--- src/rtl/tic_tac_pkg.sv ---
// ---------------------------------------------------------------------------
// tic_tac_pkg : shared types and button indices for the game controller
// Rev 1.0
// ---------------------------------------------------------------------------
`default_nettype none

package tic_tac_pkg;

  typedef enum logic [1:0] {
    BTN_IDLE   = 2'd0,
    BTN_ARM    = 2'd1,
    BTN_HELD   = 2'd2,
    BTN_DISARM = 2'd3
  } btn_state_t;

  localparam int BTN_START  = 0;
  localparam int BTN_MOVE   = 1;
  localparam int BTN_SELECT = 2;
  localparam int BTN_SHOW   = 3;

  function automatic int max3(input int a, input int b, input int c);
    int m;
    m = (a > b) ? a : b;
    return (m > c) ? m : c;
  endfunction

endpackage

`default_nettype wire

--- src/rtl/button_conditioner_if.sv ---
// ---------------------------------------------------------------------------
// button_conditioner_if : raw button pins in, press pulses and levels out
// Rev 1.0
// ---------------------------------------------------------------------------
`default_nettype none

interface button_conditioner_if #(
  parameter int N_BTN = 4
);
  logic [N_BTN-1:0] btn_n;
  logic [N_BTN-1:0] press;
  logic [N_BTN-1:0] level;

  modport master (output btn_n, input press, input level);
  modport slave  (input btn_n, output press, output level);
endinterface

`default_nettype wire

--- src/rtl/button_conditioner_debounce_channel.sv ---
// ---------------------------------------------------------------------------
// debounce_channel : 2-FF synchronizer + debounce FSM for one button.
// Optional auto-repeat when AUTO_REPEAT_EN is defined.   Rev 1.0
// ---------------------------------------------------------------------------
`default_nettype none

module debounce_channel
  import tic_tac_pkg::*;
#(
  parameter int DB_CYCLES     = 500000
`ifdef AUTO_REPEAT_EN
  ,
  parameter bit REPEAT_EN     = 1'b0,
  parameter int REPEAT_DELAY  = 25000000,
  parameter int REPEAT_PERIOD = 10000000
`endif
) (
  input  logic clk,
  input  logic rst_n,
  input  logic i_btn_n,
  output logic o_press,
  output logic o_level
);

`ifdef AUTO_REPEAT_EN
  localparam int c_cnt_w = $clog2(max3(DB_CYCLES, REPEAT_DELAY, REPEAT_PERIOD) + 1);
`else
  localparam int c_cnt_w = $clog2(max3(DB_CYCLES, 1, 1) + 1);
`endif
  localparam logic [c_cnt_w-1:0] c_db_last = c_cnt_w'(DB_CYCLES - 1);

  logic               r_ff1;
  logic               r_ff2;
  logic               w_sync_p;
  btn_state_t         r_state;
  btn_state_t         w_state_nxt;
  logic [c_cnt_w-1:0] r_cnt;
  logic               r_press;
  logic               w_press_nxt;
  logic               w_cnt_last;
  logic               w_rpt_hit;

  // Synchronizer resets to "released" so a held button is seen as a fresh press
  always_ff @(posedge clk or negedge rst_n) begin
    if (!rst_n) begin
      r_ff1 <= 1'b1;
      r_ff2 <= 1'b1;
    end else begin
      r_ff1 <= i_btn_n;
      r_ff2 <= r_ff1;
    end
  end

  assign w_sync_p   = ~r_ff2;
  assign w_cnt_last = (r_cnt == c_db_last);

  always_ff @(posedge clk or negedge rst_n) begin
    if (!rst_n) begin
      r_state <= BTN_IDLE;
      r_cnt   <= '0;
      r_press <= 1'b0;
    end else begin
      r_state <= w_state_nxt;
      r_press <= w_press_nxt;
      if (r_state != w_state_nxt)
        r_cnt <= '0;
      else if (r_state == BTN_ARM || r_state == BTN_DISARM)
        r_cnt <= r_cnt + 1'b1;
    end
  end

  always_comb begin
    w_state_nxt = r_state;
    unique case (r_state)
      BTN_IDLE:   if (w_sync_p)        w_state_nxt = BTN_ARM;
      BTN_ARM:    if (!w_sync_p)       w_state_nxt = BTN_IDLE;
                  else if (w_cnt_last) w_state_nxt = BTN_HELD;
      BTN_HELD:   if (!w_sync_p)       w_state_nxt = BTN_DISARM;
      BTN_DISARM: if (w_sync_p)        w_state_nxt = BTN_HELD;
                  else if (w_cnt_last) w_state_nxt = BTN_IDLE;
      default:                         w_state_nxt = BTN_IDLE;
    endcase
  end

  always_comb begin
    o_level     = (r_state == BTN_HELD) || (r_state == BTN_DISARM);
    w_press_nxt = ((r_state == BTN_ARM) && (w_state_nxt == BTN_HELD)) || w_rpt_hit;
  end

`ifdef AUTO_REPEAT_EN
  generate
    if (REPEAT_EN) begin : g_repeat
      localparam logic [c_cnt_w-1:0] c_delay_last  = c_cnt_w'(REPEAT_DELAY - 1);
      localparam logic [c_cnt_w-1:0] c_period_last = c_cnt_w'(REPEAT_PERIOD - 1);
      logic [c_cnt_w-1:0] r_rpt_cnt;
      logic               r_rpt_started;

      assign w_rpt_hit = (r_state == BTN_HELD) && w_sync_p &&
                         (r_rpt_cnt == (r_rpt_started ? c_period_last : c_delay_last));

      // Untouched in DISARM so a release bounce does not restart the repeat timing
      always_ff @(posedge clk or negedge rst_n) begin
        if (!rst_n) begin
          r_rpt_cnt     <= '0;
          r_rpt_started <= 1'b0;
        end else if (r_state == BTN_ARM && w_state_nxt == BTN_HELD) begin
          r_rpt_cnt     <= '0;
          r_rpt_started <= 1'b0;
        end else if (r_state == BTN_HELD && w_sync_p) begin
          if (w_rpt_hit) begin
            r_rpt_cnt     <= '0;
            r_rpt_started <= 1'b1;
          end else begin
            r_rpt_cnt <= r_rpt_cnt + 1'b1;
          end
        end
      end
    end else begin : g_no_repeat
      assign w_rpt_hit = 1'b0;
    end
  endgenerate
`else
  assign w_rpt_hit = 1'b0;
`endif

  assign o_press = r_press;

endmodule

`default_nettype wire

--- src/rtl/button_conditioner.sv ---
// ---------------------------------------------------------------------------
// button_conditioner : debounced press pulses and levels for all buttons.
// Optional auto-repeat when AUTO_REPEAT_EN is defined.   Rev 1.0
// ---------------------------------------------------------------------------
`default_nettype none

module button_conditioner
  import tic_tac_pkg::*;
#(
  parameter int               N_BTN         = 4,
  parameter int               DB_CYCLES     = 500000,
  parameter logic [N_BTN-1:0] REPEAT_MASK   = N_BTN'(4'b0010),
  parameter int               REPEAT_DELAY  = 25000000,
  parameter int               REPEAT_PERIOD = 10000000
) (
  input logic                  clk,
  input logic                  rst_n,
  button_conditioner_if.slave  bus
);

  generate
    for (genvar i = 0; i < N_BTN; i++) begin : g_ch
      debounce_channel #(
        .DB_CYCLES     (DB_CYCLES)
`ifdef AUTO_REPEAT_EN
        ,
        .REPEAT_EN     (REPEAT_MASK[i]),
        .REPEAT_DELAY  (REPEAT_DELAY),
        .REPEAT_PERIOD (REPEAT_PERIOD)
`endif
      ) u_ch (
        .clk     (clk),
        .rst_n   (rst_n),
        .i_btn_n (bus.btn_n[i]),
        .o_press (bus.press[i]),
        .o_level (bus.level[i])
      );
    end
  endgenerate

`ifndef AUTO_REPEAT_EN
  // Repeat configuration has no effect in this build
  logic w_unused_repeat_cfg;
  assign w_unused_repeat_cfg = ^{REPEAT_MASK, REPEAT_DELAY[0], REPEAT_PERIOD[0]};
`endif

endmodule

`default_nettype wire
--- src/flat_wrapper.sv ---
// flat-port wrapper written by rule: the top's interface ports become plain ports
module button_conditioner_flat import tic_tac_pkg::*;
#(
  parameter int               N_BTN         = 4,
  parameter int               DB_CYCLES     = 500000,
  parameter logic [N_BTN-1:0] REPEAT_MASK   = N_BTN'(4'b0010),
  parameter int               REPEAT_DELAY  = 25000000,
  parameter int               REPEAT_PERIOD = 10000000
)
  (clk, rst_n, bus_btn_n, bus_press, bus_level);
  button_conditioner_if #(.N_BTN(N_BTN)) bus_i ();
  input logic clk;
  input logic rst_n;
  input wire logic [$bits(bus_i.btn_n)-1:0] bus_btn_n;
  output wire logic [$bits(bus_i.press)-1:0] bus_press;
  output wire logic [$bits(bus_i.level)-1:0] bus_level;
  assign bus_i.btn_n = bus_btn_n;
  assign bus_press = bus_i.press;
  assign bus_level = bus_i.level;
  button_conditioner #(.N_BTN(N_BTN), .DB_CYCLES(DB_CYCLES), .REPEAT_MASK(REPEAT_MASK), .REPEAT_DELAY(REPEAT_DELAY), .REPEAT_PERIOD(REPEAT_PERIOD)) u_core (.clk(clk), .rst_n(rst_n), .bus(bus_i));
endmodule
--- config.mk ---
export PLATFORM = sky130hd
export DESIGN_NAME = button_conditioner_flat
export DESIGN_NICKNAME = d
export VERILOG_FILES = /design/src/rtl/tic_tac_pkg.sv /design/src/rtl/button_conditioner_if.sv /design/src/rtl/button_conditioner_debounce_channel.sv /design/src/rtl/button_conditioner.sv /design/src/flat_wrapper.sv
export SDC_FILE = /design/constraint.sdc
export NUM_CORES = 1
export LEC_CHECK = 0
export ABC_AREA = 1
export BUFFER_PORTS_ARGS = -buffer_cell sky130_fd_sc_hd__buf_2
export CAP_MARGIN = 15
export CORE_AREA = 4 4 120 122
export DETAILED_ROUTE_END_ITERATION = 7
export DIE_AREA = 0 0 124 126
export SLEW_MARGIN = 30
export SYNTH_ARGS = -nofsm -noshare
export SYNTH_HDL_FRONTEND = slang
export SYNTH_SLANG_ARGS = --single-unit
--- constraint.sdc ---
create_clock -name clk -period 2.2 [get_ports clk]
set_clock_uncertainty 0.2 [all_clocks]
set_input_delay 0.11 -clock clk [delete_from_list [all_inputs] [get_ports clk]]
set_output_delay 0.11 -clock clk [all_outputs]
set_load 0.01 [all_outputs]
# After elaboration in Yosys (flattened, before gate mapping)
# Index checks and enable logic that the tools add are counted.
# totals
reg_bits,96
input_bits,6
out_inout_bits,8
wordCells,104
# classes
n_addsub,4
eq_ne,24
n_mux,36
n_reduce_logical,20
# op_table
op,count
$mux 19,8
$add 19x1->19 const B,4
$eq 19x19->1 const B,4
$mux 2,24
$pmux 2 s4,4
$eq 2x2->1 const B,12
$eq 2x1->1 const B,4
$logic_not 2->1,4
$logic_or 1x1->1,8
$ne 2x2->1,4
$reduce_bool 2->1,4
$logic_and 1x1->1,4

# Logic depth before layout (Yosys ltp)
# Gate-level depths: netlist of run 1.
# depth
depth_word,6
ltp_mapped,10

# Cells and area by module
# From an unflattened synthesis of run 1, not the netlist that was laid out.
# hier_totals
cells_unflattened,844
hier_area_um2,6371.1
# by_module_without_submodules
module,n_inst,cells_each,area_each_um2
debounce_channel,4,211,1592.8

# Least setup slack after synthesis of run 1
# OpenSTA, ideal clock, no wires.
# synth_path
path_kind,register -> register
startpoint,register u_core.g_ch[2].u_ch.r_cnt[0]
endpoint,register u_core.g_ch[2].u_ch.r_cnt[8]
t_arrival_ps,1426
required_ps,1882
slack_ps,456
path_stages_with_launch,10
path_buffers,1
synth_period_minus_slack_ps,1744
cell_sequence,dfrtp_1 -> ha_1 -> inv_2 -> nor2_4 -> nand3_4 -> nor2_4 -> nor2_4 -> buf_6 -> nand3b_1 -> nand2_1
# synth_between
elab_chain_len,6
word_cells_on_any_way,11
cone_classes,1 x add/sub; 2 x eq/ne; 7 x mux; 1 x reduce/logical
# synth_rtl
item,line,text
"start, declared",button_conditioner_debounce_channel.sv:37,logic [c_cnt_w-1:0] r_cnt;
"start signal, assigned",button_conditioner_debounce_channel.sv:68,r_cnt <= r_cnt + 1'b1;
$eq 19x19->1 *,button_conditioner_debounce_channel.sv:55,assign w_cnt_last = (r_cnt == c_db_last);
$mux 2 (on tied branches),"button_conditioner_debounce_channel.sv:80, button_conditioner_debounce_channel.sv:77",
$mux 2 (on tied branches),"button_conditioner_debounce_channel.sv:79, button_conditioner_debounce_channel.sv:76",
$pmux 2 s4 *,button_conditioner_debounce_channel.sv:74,unique case (r_state)
via u_core.g_ch[2].u_ch.w_state_nxt[0],button_conditioner_debounce_channel.sv:36,btn_state_t w_state_nxt;
$ne 2x2->1 *,button_conditioner_debounce_channel.sv:65,if (r_state != w_state_nxt)
$mux 19 or $reduce_bool 2->1 (tied branches),-,
# The timed path passes the listed nets; every way through them passes the cells marked *. The select of a mux whose other input is x is not followed.
# A chain may end at the register's enable or synchronous reset.

# Worst setup path in the final report of run 1
# layout_path
startpoint,register u_core.g_ch[2].u_ch.r_cnt[0]
endpoint,register u_core.g_ch[2].u_ch.r_cnt[4]
# layout_between
elab_chain_len,6
word_cells_on_any_way,11
cone_classes,1 x add/sub; 2 x eq/ne; 7 x mux; 1 x reduce/logical
# layout_rtl
item,line
$eq 19x19->1,button_conditioner_debounce_channel.sv:55
$mux 2 (on tied branches),"button_conditioner_debounce_channel.sv:80, button_conditioner_debounce_channel.sv:77"
$mux 2 (on tied branches),"button_conditioner_debounce_channel.sv:79, button_conditioner_debounce_channel.sv:76"
$pmux 2 s4,button_conditioner_debounce_channel.sv:74
$ne 2x2->1,button_conditioner_debounce_channel.sv:65
$mux 19 or $reduce_bool 2->1 (tied branches),-
# Several ways; a longest one is shown, not always the timed one. The select of a mux whose other input is x is not followed.

==> metrics.md, run 1 <==
| Metric | Value |
|---|---|
| Number of global-route vias before repair | 4,711 |
| Die outline area | 15,600 sq um |
| Pins Over Slew Limit | 0 |
| Final Hold Violating Endpoints | 0 |
| Routed met2 length | 5900 um |
| Max-slew headroom at the worst pin | 71.3% |
| Detail Route Antenna Nets | 0 |
| Layout cells sized above 1 | 10.0% |
| Register area share after synthesis | 41.6% |
| CP top delay family | simple AND/OR/NAND/NOR gates |
| DR WL met3 | 303 um |
| Worst setup EP type | register |
| Count of flip-flops with a built-in enable after synthesis | 0 |
| Most repeated library cell on the critical path | nor2_4 |
| Final estimated routing congestion in global placement | 0.956 |
| Min Tclk post-route | 2.00 ns |
| Number of antenna violations at the first check in global routing | 0 |
| Total of warnings raised by yosys | 0 |
| Max Fanout on Critical Path | 17 |
| Number of nets at the end of the flow | 825 |
| Routed metal-1 wire length | 5920 um |
| Core Box Area | 13,200 sq um |
| Overall global routing resource usage | 17.3% |
| Fin worst setup slack | 0.204 ns |
| Highest routed metal layer | met4 |
| Site row count | 42 |
| Count of max-cap constraint violations | 0 |
| Count of endpoints failing setup in the final report | 0 |
| Most frequently used flop master after synthesis | dfrtp_1 |
| Number of buffers created by CTS | 9 |
| Data required time of the worst path | 2.26 ns |
| Ys async rst share | 100% |
| Unrepaired setup endpoints after global routing | no |
| Vias post-DR | 4,891 |
| Synth area leaders | dfrtp_1 (38%), nand2_1 (19%), xor2_1 (7.7%), nor2_1 (6.7%), nand3_1 (5.6%) |
| Clk buf depth | 2 |
| Most common cell in the netlist | nand2_1 |
| Initial core utilization | 44.0% |
| Share of the synthesized area in the top cell type | 38.0% |
| TritonCTS clock tree | yes |
| Number of buffers inserted by port buffering | 13 |
| Register bit total from synthesis | 96 |
| Nets in the synthesized netlist | 811 |
| Area leader, netlist | dfrtp_1 |
| Number of clock sinks | 96 |
| Signal arrival time at the worst endpoint | 2.06 ns |
| Number of library cell types mapped by synthesis | 27 |
| Achievable Freq | 501 MHz |
| Final worst-path cycle share | 90.7% |
| Quantity of gates resized following cts | 0 |
| Summed negative setup slack over all endpoints | 0 ns |
| Number of optimization iterations in the first detailed-route pass | 5 |
| Wire length of the first global-routing pass | 21,900 um |
| Class of the most critical setup path | reg -> reg |
| Via-to-Cell Ratio | 4.91 |
| Max H-tree Level | 3 |
| Avg Cell Area, Syn | 7.24 sq um |
| Number of placed I/O pins | 14 |
| Count of mapped cells out of synthesis | 801 |
| Result of the run | complete, no violations |
| Slowest cell delay on critical path | 0.45 ns |
| Average wire length per cell after detail routing | 12.5 um |
| Cell Area, Synth | 5800 sq um |
| Pre-CTS setup slack | 0.208 ns |
| Half-perimeter wire length after detailed placement | 9260 um |
| CP Launch Type | register |
| Area delta synth->final | 9.70% |
| Clock latency reported for the late side of the worst-skew pair | 0.34 ns |
| Overflow left after global routing | 0 |
| Areal power density over the cells | 549 nW/um^2 |
| CTS Root Cell | clkbuf_16 |
| Class of the tightest hold or removal check | reg -> reg |
| Clk slew on worst S/H paths | 0.06 ns |
| Critical path, cell by cell | ha_1 > inv_2 > nor2_4 > nand3_4 > nor2_4 > nor2_4 > nand2_1 > a21oi_1 |
| Die Span X | 124 um |
| Number of remaining DRC errors | 0 |
| Number of DRC markers after the initial detailed-route iteration | 429 |
| Actual transition at the worst max-transition pin | 0.428 ns |
| Final routed wirelength across all metal layers | 12,500 um |
| Y dimension of the die | 126 um |
| Maximum vdd ir drop | 0.384 mV |
| Inst Count DP | 974 |
| Critical-path top delay cell | dfrtp_1 |
| Commonest cells in the synthesized netlist | nand2_1 (287), nor2_1 (104), dfrtp_1 (88) |
| Number of antenna diodes | 0 |
| Largest net degree at the start of global routing | 38 |
| Number of non-filler instances in the completed layout | 996 |
| Worst path bufs/invs | 1 |
| Leak pwr | 3.00 nW |
==> sequential cells by signal (all words and copies together) (netlist names) <==
| register | cells |
|---|---|
| u_core.g_ch.u_ch.r_ff2 | 4 |
| u_core.g_ch.u_ch.o_press | 4 |
| u_core.g_ch.u_ch.r_cnt | 76 |
| u_core.g_ch.u_ch.r_state | 8 |
| u_core.g_ch.u_ch.r_ff1 | 4 |
==> layout make-up <==
cell class	instances	area [sq um]
inverter	71	267
timing repair buffer	33	245
sequential	96	2410
fill	1322	6830
multi-input combinational	604	2940
clock inverter	4	28.8
tap	176	220
clock buffer	12	256
==> where the power goes <==
group,internal (mW),switching [mW]
Combinational,0.0533,0.131
Clock,0.829,0.661
Sequential,1.79,0.0242
Total,2.68,0.817
==> worst register-to-register path, stage by stage, from the launching register on <==
cell and delay (ns):
dfrtp_1 0.45, ha_1 0.32, inv_2 0.10, nor2_4 0.06
nand3_4 0.08, nor2_4 0.05, nor2_4 0.32, nand2_1 0.19
a21oi_1 0.17
==> metrics by stage <==
| step | util, % | hold WS (ns) | area [sq um] | power [mW] |
|---|---|---|---|---|
| after floorplan | - | -0.386 | 5800 | 1.95 |
| after CTS | 48.3 | 0.156 | 6370 | 3.55 |
| after global routing | 48.3 | 0.163 | 6360 | 3.65 |
| after global placement | 45.6 | -0.193 | 6020 | 2.03 |
| final | 48.3 | 0.155 | 6360 | 3.49 |
| after detailed placement | 45.6 | -0.194 | 6020 | 2.03 |
==> layer usage <==
metal,vias to the layer above,GRT usage (%)
li1,2522,-
met1,2275,23.1
met2,70,27.6
met3,24,3.00
met4,0,6.83
met5,-,0
==> what timing repair did <==
item                       CTS  global route
setup endpoints to repair    0            11
hold buffers                 7             0
setup buffers                0             0
hold endpoints to repair    96             0
==> cells in the final DEF, fill, tap and decap left out, types with 2 or more instances in the layout <==
cell,count
nor2_4,11
nor3_1,3
nand3b_1,15
nand3_2,4
dfstp_2,8
clkbuf_16,9
a21oi_1,16
nor2_2,4
dlygate4sd3_1,6
nor2_1,104
nand3_1,65
o21ai_0,15
clkinvlp_4,2
inv_2,11
buf_4,14
buf_2,12
dfrtp_1,88
xor2_1,51
ha_1,4
nand2_1,287
clkbuf_8,2
nand4_1,20
inv_1,60
==> logic make-up (layout without fill, tap and decap cells) <==
family | Yosys count | in the layout | share of synthesized area [%]
fa+ha+maj | 4 | 4 | 0.863
buf+inv | 101 | 120 | 7.83
simple gates | 515 | 515 | 39.0
compound gates | 33 | 33 | 2.89
xor+xnor | 52 | 52 | 7.85
flops | 96 | 96 | 41.6
==> path summary, 6_finish.rpt <==
path / startpoint / end / slack [ns] / cells after the start
max in group asynchronous: rst_n / u_core.g_ch[3].u_ch.r_ff2 / 0.64 / 4
worst min register to register: u_core.g_ch[0].u_ch.r_ff1 / u_core.g_ch[0].u_ch.r_ff2 / 0.16 / 0
worst min-delay path: u_core.g_ch[0].u_ch.r_ff1 / u_core.g_ch[0].u_ch.r_ff2 / 0.16 / 0
worst max register to register: u_core.g_ch[2].u_ch.r_cnt[0] / u_core.g_ch[2].u_ch.r_cnt[4] / 0.20 / 8
min in group asynchronous: rst_n / u_core.g_ch[2].u_ch.r_cnt[12] / 0.53 / 3
worst max-delay path: u_core.g_ch[2].u_ch.r_cnt[0] / u_core.g_ch[2].u_ch.r_cnt[4] / 0.20 / 8
No activity file was read; power rests on OpenSTA's default activity.
==> run 2: changes to the inputs <==
Settings changed: PLACE_DENSITY set to 0.64.
==> metrics.md, run 2 (synthesis gave the netlist of run 1 again) <==
| Metric | Value |
|---|---|
| Count of endpoints failing setup in the final report | 0 (unchanged) |
| Final estimated routing congestion in global placement | 0.899 (-6.0%) |
| Number of antenna diodes | 0 (unchanged) |
| Leading cell type in the layout, fill and taps excluded | nand2_1 |
| Maximum vdd ir drop | 0.477 mV (+24%) |
| Largest net degree at the start of global routing | 63 (+66%) |
| Class of the tightest hold or removal check | in -> async |
| Quantity of gates resized following cts | 0 (unchanged) |
| Via-to-Cell Ratio | 4.76 (-3.1%) |
| Most repeated library cell on the critical path | nor2_4 |
| Max-slew headroom at the worst pin | 72.9% (+1.6 points) |
| Number of placed I/O pins | 14 (unchanged) |
| Initial core utilization | 44.0% (unchanged) |
| Area delta synth->final | 10.8% |
| Number of nets at the end of the flow | 829 (+0.48%) |
| Endpoint of the worst-slack reg-to-reg timing path | u_core.g_ch[3].u_ch.r_cnt[8] |
| Count of max-cap constraint violations | 0 (unchanged) |
| Die Span X | 124 um (unchanged) |
| Number of DRC markers after the initial detailed-route iteration | 353 (-18%) |
| Slowest cell delay on critical path | 0.44 ns (about the same) |
| CTS Root Cell | clkbuf_16 |
| Number of optimization iterations in the first detailed-route pass | 4 (-1) |
| Result of the run | complete, no violations |
| Regs by FF count | u_core.g_ch.u_ch.r_cnt: 76 flops, u_core.g_ch.u_ch.r_state: 8 flops |
| Class of the most critical setup path | reg -> reg |
| Number of clock sinks | 96 (unchanged) |
| Clock latency reported for the late side of the worst-skew pair | 0.35 ns (about the same) |
| Leak pwr | 3.03 nW (+1.2%) |
| Most used cells in the layout excluding fill and tap cells | nand2_1 (287), nor2_1 (104), dfrtp_1 (88), nand3_1 (65), inv_1 (60) |
| Critical-path top delay cell | dfrtp_1 |
| TritonCTS clock tree | yes |
| Critical register-to-register path startpoint | u_core.g_ch[3].u_ch.r_cnt[0] |
| Half-perimeter wire length after detailed placement | 8620 um (-7.0%) |
| Clk buf depth | 2 (unchanged) |
| Final Hold Violating Endpoints | 0 (unchanged) |
| Number of global-route vias before repair | 4,617 (-2.0%) |
| Overflow left after global routing | 0 (unchanged) |
| Signal arrival time at the worst endpoint | 1.97 ns (-0.09 ns) |
| Pins Over Slew Limit | 0 (unchanged) |
| Flip-flop count of the largest register after layout | 76 (unchanged) |
| Number of remaining DRC errors | 0 (unchanged) |
| Core Box Area | 13,200 sq um (unchanged) |
| Critical path, cell by cell | ha_1 > inv_2 > nor2_4 > nand3_2 > nor2_4 > nor2_4 > buf_4 > nand3_1 > o21ai_0 |
| Length in cells of the worst reg-to-reg path | 9 (+1) |
| Utilization after layout | 48.7% (+0.47 points) |
| Max Fanout on Critical Path | 10 (-7) |
| Overall global routing resource usage | 16.8% (-0.44 points) |
| Unrepaired setup endpoints after global routing | no |
| Areal power density over the cells | 577 nW/um^2 (+5.1%) |
| Wire length of the first global-routing pass | 21,400 um (-2.1%) |
| Most flops, register | u_core.g_ch.u_ch.r_cnt |
| Achievable Freq | 512 MHz (+2.1%) |
| Actual transition at the worst max-transition pin | 0.404 ns (-0.0236 ns) |
| Summed negative setup slack over all endpoints | 0 ns (unchanged) |
| Number of buffers inserted by port buffering | 13 (unchanged) |
| Worst hold margin | 0.101 ns (-0.0545 ns) |
| Clk slew on worst S/H paths | 0.07 ns (about the same) |
| Number of antenna violations at the first check in global routing | 0 (unchanged) |
| Number of buffers created by CTS | 9 (unchanged) |
| Number of non-filler instances in the completed layout | 1,000 (+0.40%) |
| CP Launch Type | register |
| Detail Route Antenna Nets | 0 (unchanged) |
| Number of fill cells in the layout | 1,319 (-0.23%) |
| Layout cells sized above 1 | 10.2% (+0.19 points) |
| Y dimension of the die | 126 um (unchanged) |
| Vias post-DR | 4,759 (-2.7%) |
| Setup slack of the worst register-to-register path | 0.25 ns (+0.04 ns) |
| Final worst-path cycle share | 88.8% (-1.9 points) |
| Worst setup EP type | register |
| Data required time of the worst path | 2.21 ns (-0.05 ns) |
| Site row count | 42 (unchanged) |
| Die outline area | 15,600 sq um (unchanged) |
| Min Tclk post-route | 1.95 ns (-0.0416 ns) |
| Inst Count DP | 974 (unchanged) |
| Max H-tree Level | 3 (unchanged) |
| Final routed wirelength across all metal layers | 12,100 um (-2.9%) |
| Average wire length per cell after detail routing | 12.1 um (-3.3%) |
## run 2: final cells by class
| class | count | area, sq um | share of cell area [%] |
|---|---|---|---|
| multi-input combinational | 604 | 2940 | 45.7 |
| clock buffer | 13 | 250 | 3.89 |
| sequential | 96 | 2410 | 37.5 |
| timing repair buffer | 37 | 275 | 4.28 |
| clock inverter | 3 | 67.6 | 1.05 |
| tap | 176 | 220 | 3.43 |
| inverter | 71 | 267 | 4.15 |
## run 2: worst max path at each step
stage                                       startpoint                            to  slack, ns  cells after the start
after floorplan           u_core.g_ch[2].u_ch.r_cnt[0]  u_core.g_ch[2].u_ch.r_cnt[8]       0.46                      9
after global routing      u_core.g_ch[3].u_ch.r_cnt[0]  u_core.g_ch[3].u_ch.r_cnt[8]       0.08                      9
after detailed placement  u_core.g_ch[2].u_ch.r_cnt[0]  u_core.g_ch[2].u_ch.r_cnt[4]       0.18                      8
final                     u_core.g_ch[3].u_ch.r_cnt[0]  u_core.g_ch[3].u_ch.r_cnt[8]       0.25                      9
after global placement    u_core.g_ch[2].u_ch.r_cnt[0]  u_core.g_ch[2].u_ch.r_cnt[5]       0.25                      8
after CTS                 u_core.g_ch[2].u_ch.r_cnt[0]  u_core.g_ch[2].u_ch.r_cnt[4]       0.17                      8
## run 2: power breakdown
group | total [mW] | internal (mW) | switching (mW)
sequential | 1.82 | 1.79 | 0.0240
clock | 1.70 | 1.03 | 0.670
combinational | 0.189 | 0.0563 | 0.132
total | 3.71 | 2.88 | 0.826
## run 2: per-stage QoR
step / instance area [sq um] / setup slack (ns) / power [mW]
2_1_floorplan: 5800 / 0.456 / 1.95
3_3_place_gp: 6020 / 0.253 / 2.03
3_5_place_dp: 6020 / 0.182 / 2.03
4_1_cts: 6400 / 0.169 / 3.76
5_1_grt: 6430 / 0.0848 / 3.86
6_report: 6430 / 0.246 / 3.71
## run 2: metal layers
layer | vias to the layer above | global-route usage [%] | wire [um]
li1 | 2546 | - | -
met4 | 0 | 3.99 | 141
met3 | 10 | 4.48 | 397
met1 | 2143 | 23.2 | 6060
met5 | - | 0 | 0
met2 | 60 | 26.4 | 5500
## run 2: critical path: cells and delay by family, from the launching register on
family,cells,cell delay (ns)
compound gates,1,0.07
fa+ha+maj,1,0.31
buf+inv,2,0.24
flops,1,0.44
simple gates,5,0.56
## run 2: what timing repair did
action | CTS | global route
hold buffers | 6 | 0
hold endpoints to repair | 100 | 0
endpoints found under the setup margin | 0 | 1
buffers inserted | 0 | 4
==> run 3: changes to the inputs <==
Settings changed: CORE_AREA 4 4 120 122 to 4 4 115 128, DIE_AREA 0 0 124 126 to 0 0 119 132, PLACE_DENSITY 0.64 to 0.67.
==> metrics.md, run 3 (synthesis gave the netlist of run 1 again) <==
| Metric | Value |
|---|---|
| Clk slew on worst S/H paths | 0.07 ns (about the same) |
| Final worst-path cycle share | 87.8% (-1.0 points) |
| Largest net degree at the start of global routing | 35 (-44%) |
| CTS Root Cell | clkbuf_16 |
| Via-to-Cell Ratio | 4.76 (about the same) |
| Die Span X | 119 um (-4.0%) |
| Detail Route Antenna Nets | 0 (unchanged) |
| Half-perimeter wire length after detailed placement | 8770 um (+1.8%) |
| Number of DRC markers after the initial detailed-route iteration | 295 (-16%) |
| Worst setup EP type | register |
| Layout cells sized above 1 | 10.0% (-0.17 points) |
| Achievable Freq | 518 MHz (+1.1%) |
| Number of optimization iterations in the first detailed-route pass | 4 (unchanged) |
| Final estimated routing congestion in global placement | 0.889 (-1.2%) |
| Count of max-cap constraint violations | 0 (unchanged) |
| Areal power density over the cells | 589 nW/um^2 (+2.2%) |
| Number of global-route vias before repair | 4,691 (+1.6%) |
| Multi-input gate area in the final layout | 2940 sq um (unchanged) |
| Fin worst setup slack | 0.268 ns (+0.0221 ns) |
| Number of remaining DRC errors | 0 (unchanged) |
| Actual transition at the worst max-transition pin | 0.488 ns (+0.0835 ns) |
| Die outline area | 15,700 sq um (+0.54%) |
| Max Fanout on Critical Path | 10 (unchanged) |
| Summed negative setup slack over all endpoints | 0 ns (unchanged) |
| TritonCTS clock tree | yes |
| Flip-flop count of the largest register after layout | 76 (unchanged) |
| Final Hold Violating Endpoints | 0 (unchanged) |
| Number of antenna diodes | 0 (unchanged) |
| Count of endpoints failing setup in the final report | 0 (unchanged) |
| Wire length of the first global-routing pass | 21,500 um (+0.35%) |
| Unrepaired setup endpoints after global routing | no |
| Number of fill cells in the layout | 1,318 (-0.076%) |
| Initial core utilization | 42.8% (-1.2 points) |
| Leading cell type in the layout, fill and taps excluded | nand2_1 |
| Core Box Area | 13,600 sq um (+2.9%) |
| Min Tclk post-route | 1.93 ns (-0.0221 ns) |
| Leak pwr | 3.02 nW (-0.30%) |
| Hold buffers post-CTS | 5 (-1) |
| Class of the tightest hold or removal check | in -> async |
| Data required time of the worst path | 2.24 ns (+0.03 ns) |
| Average wire length per cell after detail routing | 11.8 um (-2.4%) |
| Max-slew headroom at the worst pin | 67.5% (-5.4 points) |
| Result of the run | complete, no violations |
| Max H-tree Level | 3 (unchanged) |
| Most flops, register | u_core.g_ch.u_ch.r_cnt |
| Number of antenna violations at the first check in global routing | 0 (unchanged) |
| Vias post-DR | 4,792 (+0.69%) |
| Worst hold margin | 0.0623 ns (-0.0386 ns) |
| Routed metal-1 wire length | 5580 um (-7.9%) |
| Number of nets at the end of the flow | 823 (-0.72%) |
| Clk buf depth | 2 (unchanged) |
| Pre-CTS setup slack | 0.268 ns (+0.0862 ns) |
| Y dimension of the die | 132 um (+4.8%) |
| Routed met2 length | 5610 um (+2.1%) |
| Area delta synth->final | 11.1% |
| Number of clock sinks | 96 (unchanged) |
| Number of buffers inserted by port buffering | 13 (unchanged) |
| Number of placed I/O pins | 14 (unchanged) |
| Pins Over Slew Limit | 0 (unchanged) |
| DR WL met3 | 398 um (+0.25%) |
| Site row count | 45 (+7.1%) |
| Final routed wirelength across all metal layers | 11,900 um (-1.8%) |
| Footprint of the flip-flops and latches | 2410 sq um (unchanged) |
| Highest routed metal layer | met4 |
| Clock latency reported for the late side of the worst-skew pair | 0.35 ns (about the same) |
| Regs by FF count | u_core.g_ch.u_ch.r_cnt: 76 flops, u_core.g_ch.u_ch.r_state: 8 flops |
| CP Launch Type | register |
| Class of the most critical setup path | reg -> reg |
| Overall global routing resource usage | 16.4% (-0.46 points) |
| Number of buffers created by CTS | 9 (unchanged) |
| Overflow left after global routing | 0 (unchanged) |
| Most used cells in the layout excluding fill and tap cells | nand2_1 (287), nor2_1 (104), dfrtp_1 (88), nand3_1 (65), inv_1 (60) |
| Signal arrival time at the worst endpoint | 1.97 ns (about the same) |
| Quantity of gates resized following cts | 0 (unchanged) |
| Maximum vdd ir drop | 0.370 mV (-22%) |
| Total setup buffers inserted after CTS | 0 (unchanged) |
-- run 3: routing by layer --
layer | track usage (%) | up-vias
met4 | 6.70 | 0
met5 | 0 | -
met3 | 3.39 | 20
met2 | 26.4 | 67
li1 | - | 2524
met1 | 21.5 | 2181
-- run 3: through the flow --
stage	cells	power [mW]	instance area, sq um	utilization (%)
after floorplan	801	1.95	5800	-
after global placement	985	2.03	6050	44.6
after detailed placement	985	2.04	6050	44.6
after CTS	1006	3.86	6450	47.5
after global routing	1006	3.96	6450	47.5
final	1006	3.80	6450	47.5
-- run 3: path summary, 6_finish.rpt --
| check | slack (ns) | from | depth (start not counted) | end |
|---|---|---|---|---|
| setup / recovery | 0.27 | u_core.g_ch[1].u_ch.r_cnt[0] | 9 | u_core.g_ch[1].u_ch.r_cnt[14] |
| hold / removal | 0.06 | rst_n | 2 | u_core.g_ch[1].u_ch.r_cnt[16] |
| setup reg to reg | 0.27 | u_core.g_ch[1].u_ch.r_cnt[0] | 9 | u_core.g_ch[1].u_ch.r_cnt[14] |
| hold reg to reg | 0.16 | u_core.g_ch[0].u_ch.r_ff1 | 0 | u_core.g_ch[0].u_ch.r_ff2 |
| max in group asynchronous | 1.12 | rst_n | 3 | u_core.g_ch[0].u_ch.r_ff2 |
| min in group clk | 0.16 | u_core.g_ch[0].u_ch.r_ff1 | 0 | u_core.g_ch[0].u_ch.r_ff2 |
-- run 3: final cells by class --
cell class | instances | share of cell area [%]
multi-input combinational | 604 | 45.5
clock buffer | 9 | 3.49
inverter | 71 | 4.13
tap | 188 | 3.65
timing repair buffer | 31 | 3.92
clock inverter | 7 | 1.84
sequential | 96 | 37.4
-- run 3: power breakdown --
| group | total, mW | internal [mW] | leakage [nW] | switching, mW |
|---|---|---|---|---|
| Clock | 1.79 | 1.11 | 0.162 | 0.680 |
| Combinational | 0.186 | 0.0563 | 1.56 | 0.130 |
| Sequential | 1.82 | 1.79 | 1.30 | 0.0256 |
-- run 3: worst max-delay path: stages (launching register included) --
cell and delay [ns]:
dfrtp_1 0.44, ha_1 0.28, inv_2 0.08, nor2_4 0.16, nand3_2 0.11, nor2_4 0.16
nor2_4 0.08, buf_4 0.17, nand4_1 0.09, nand2_1 0.06
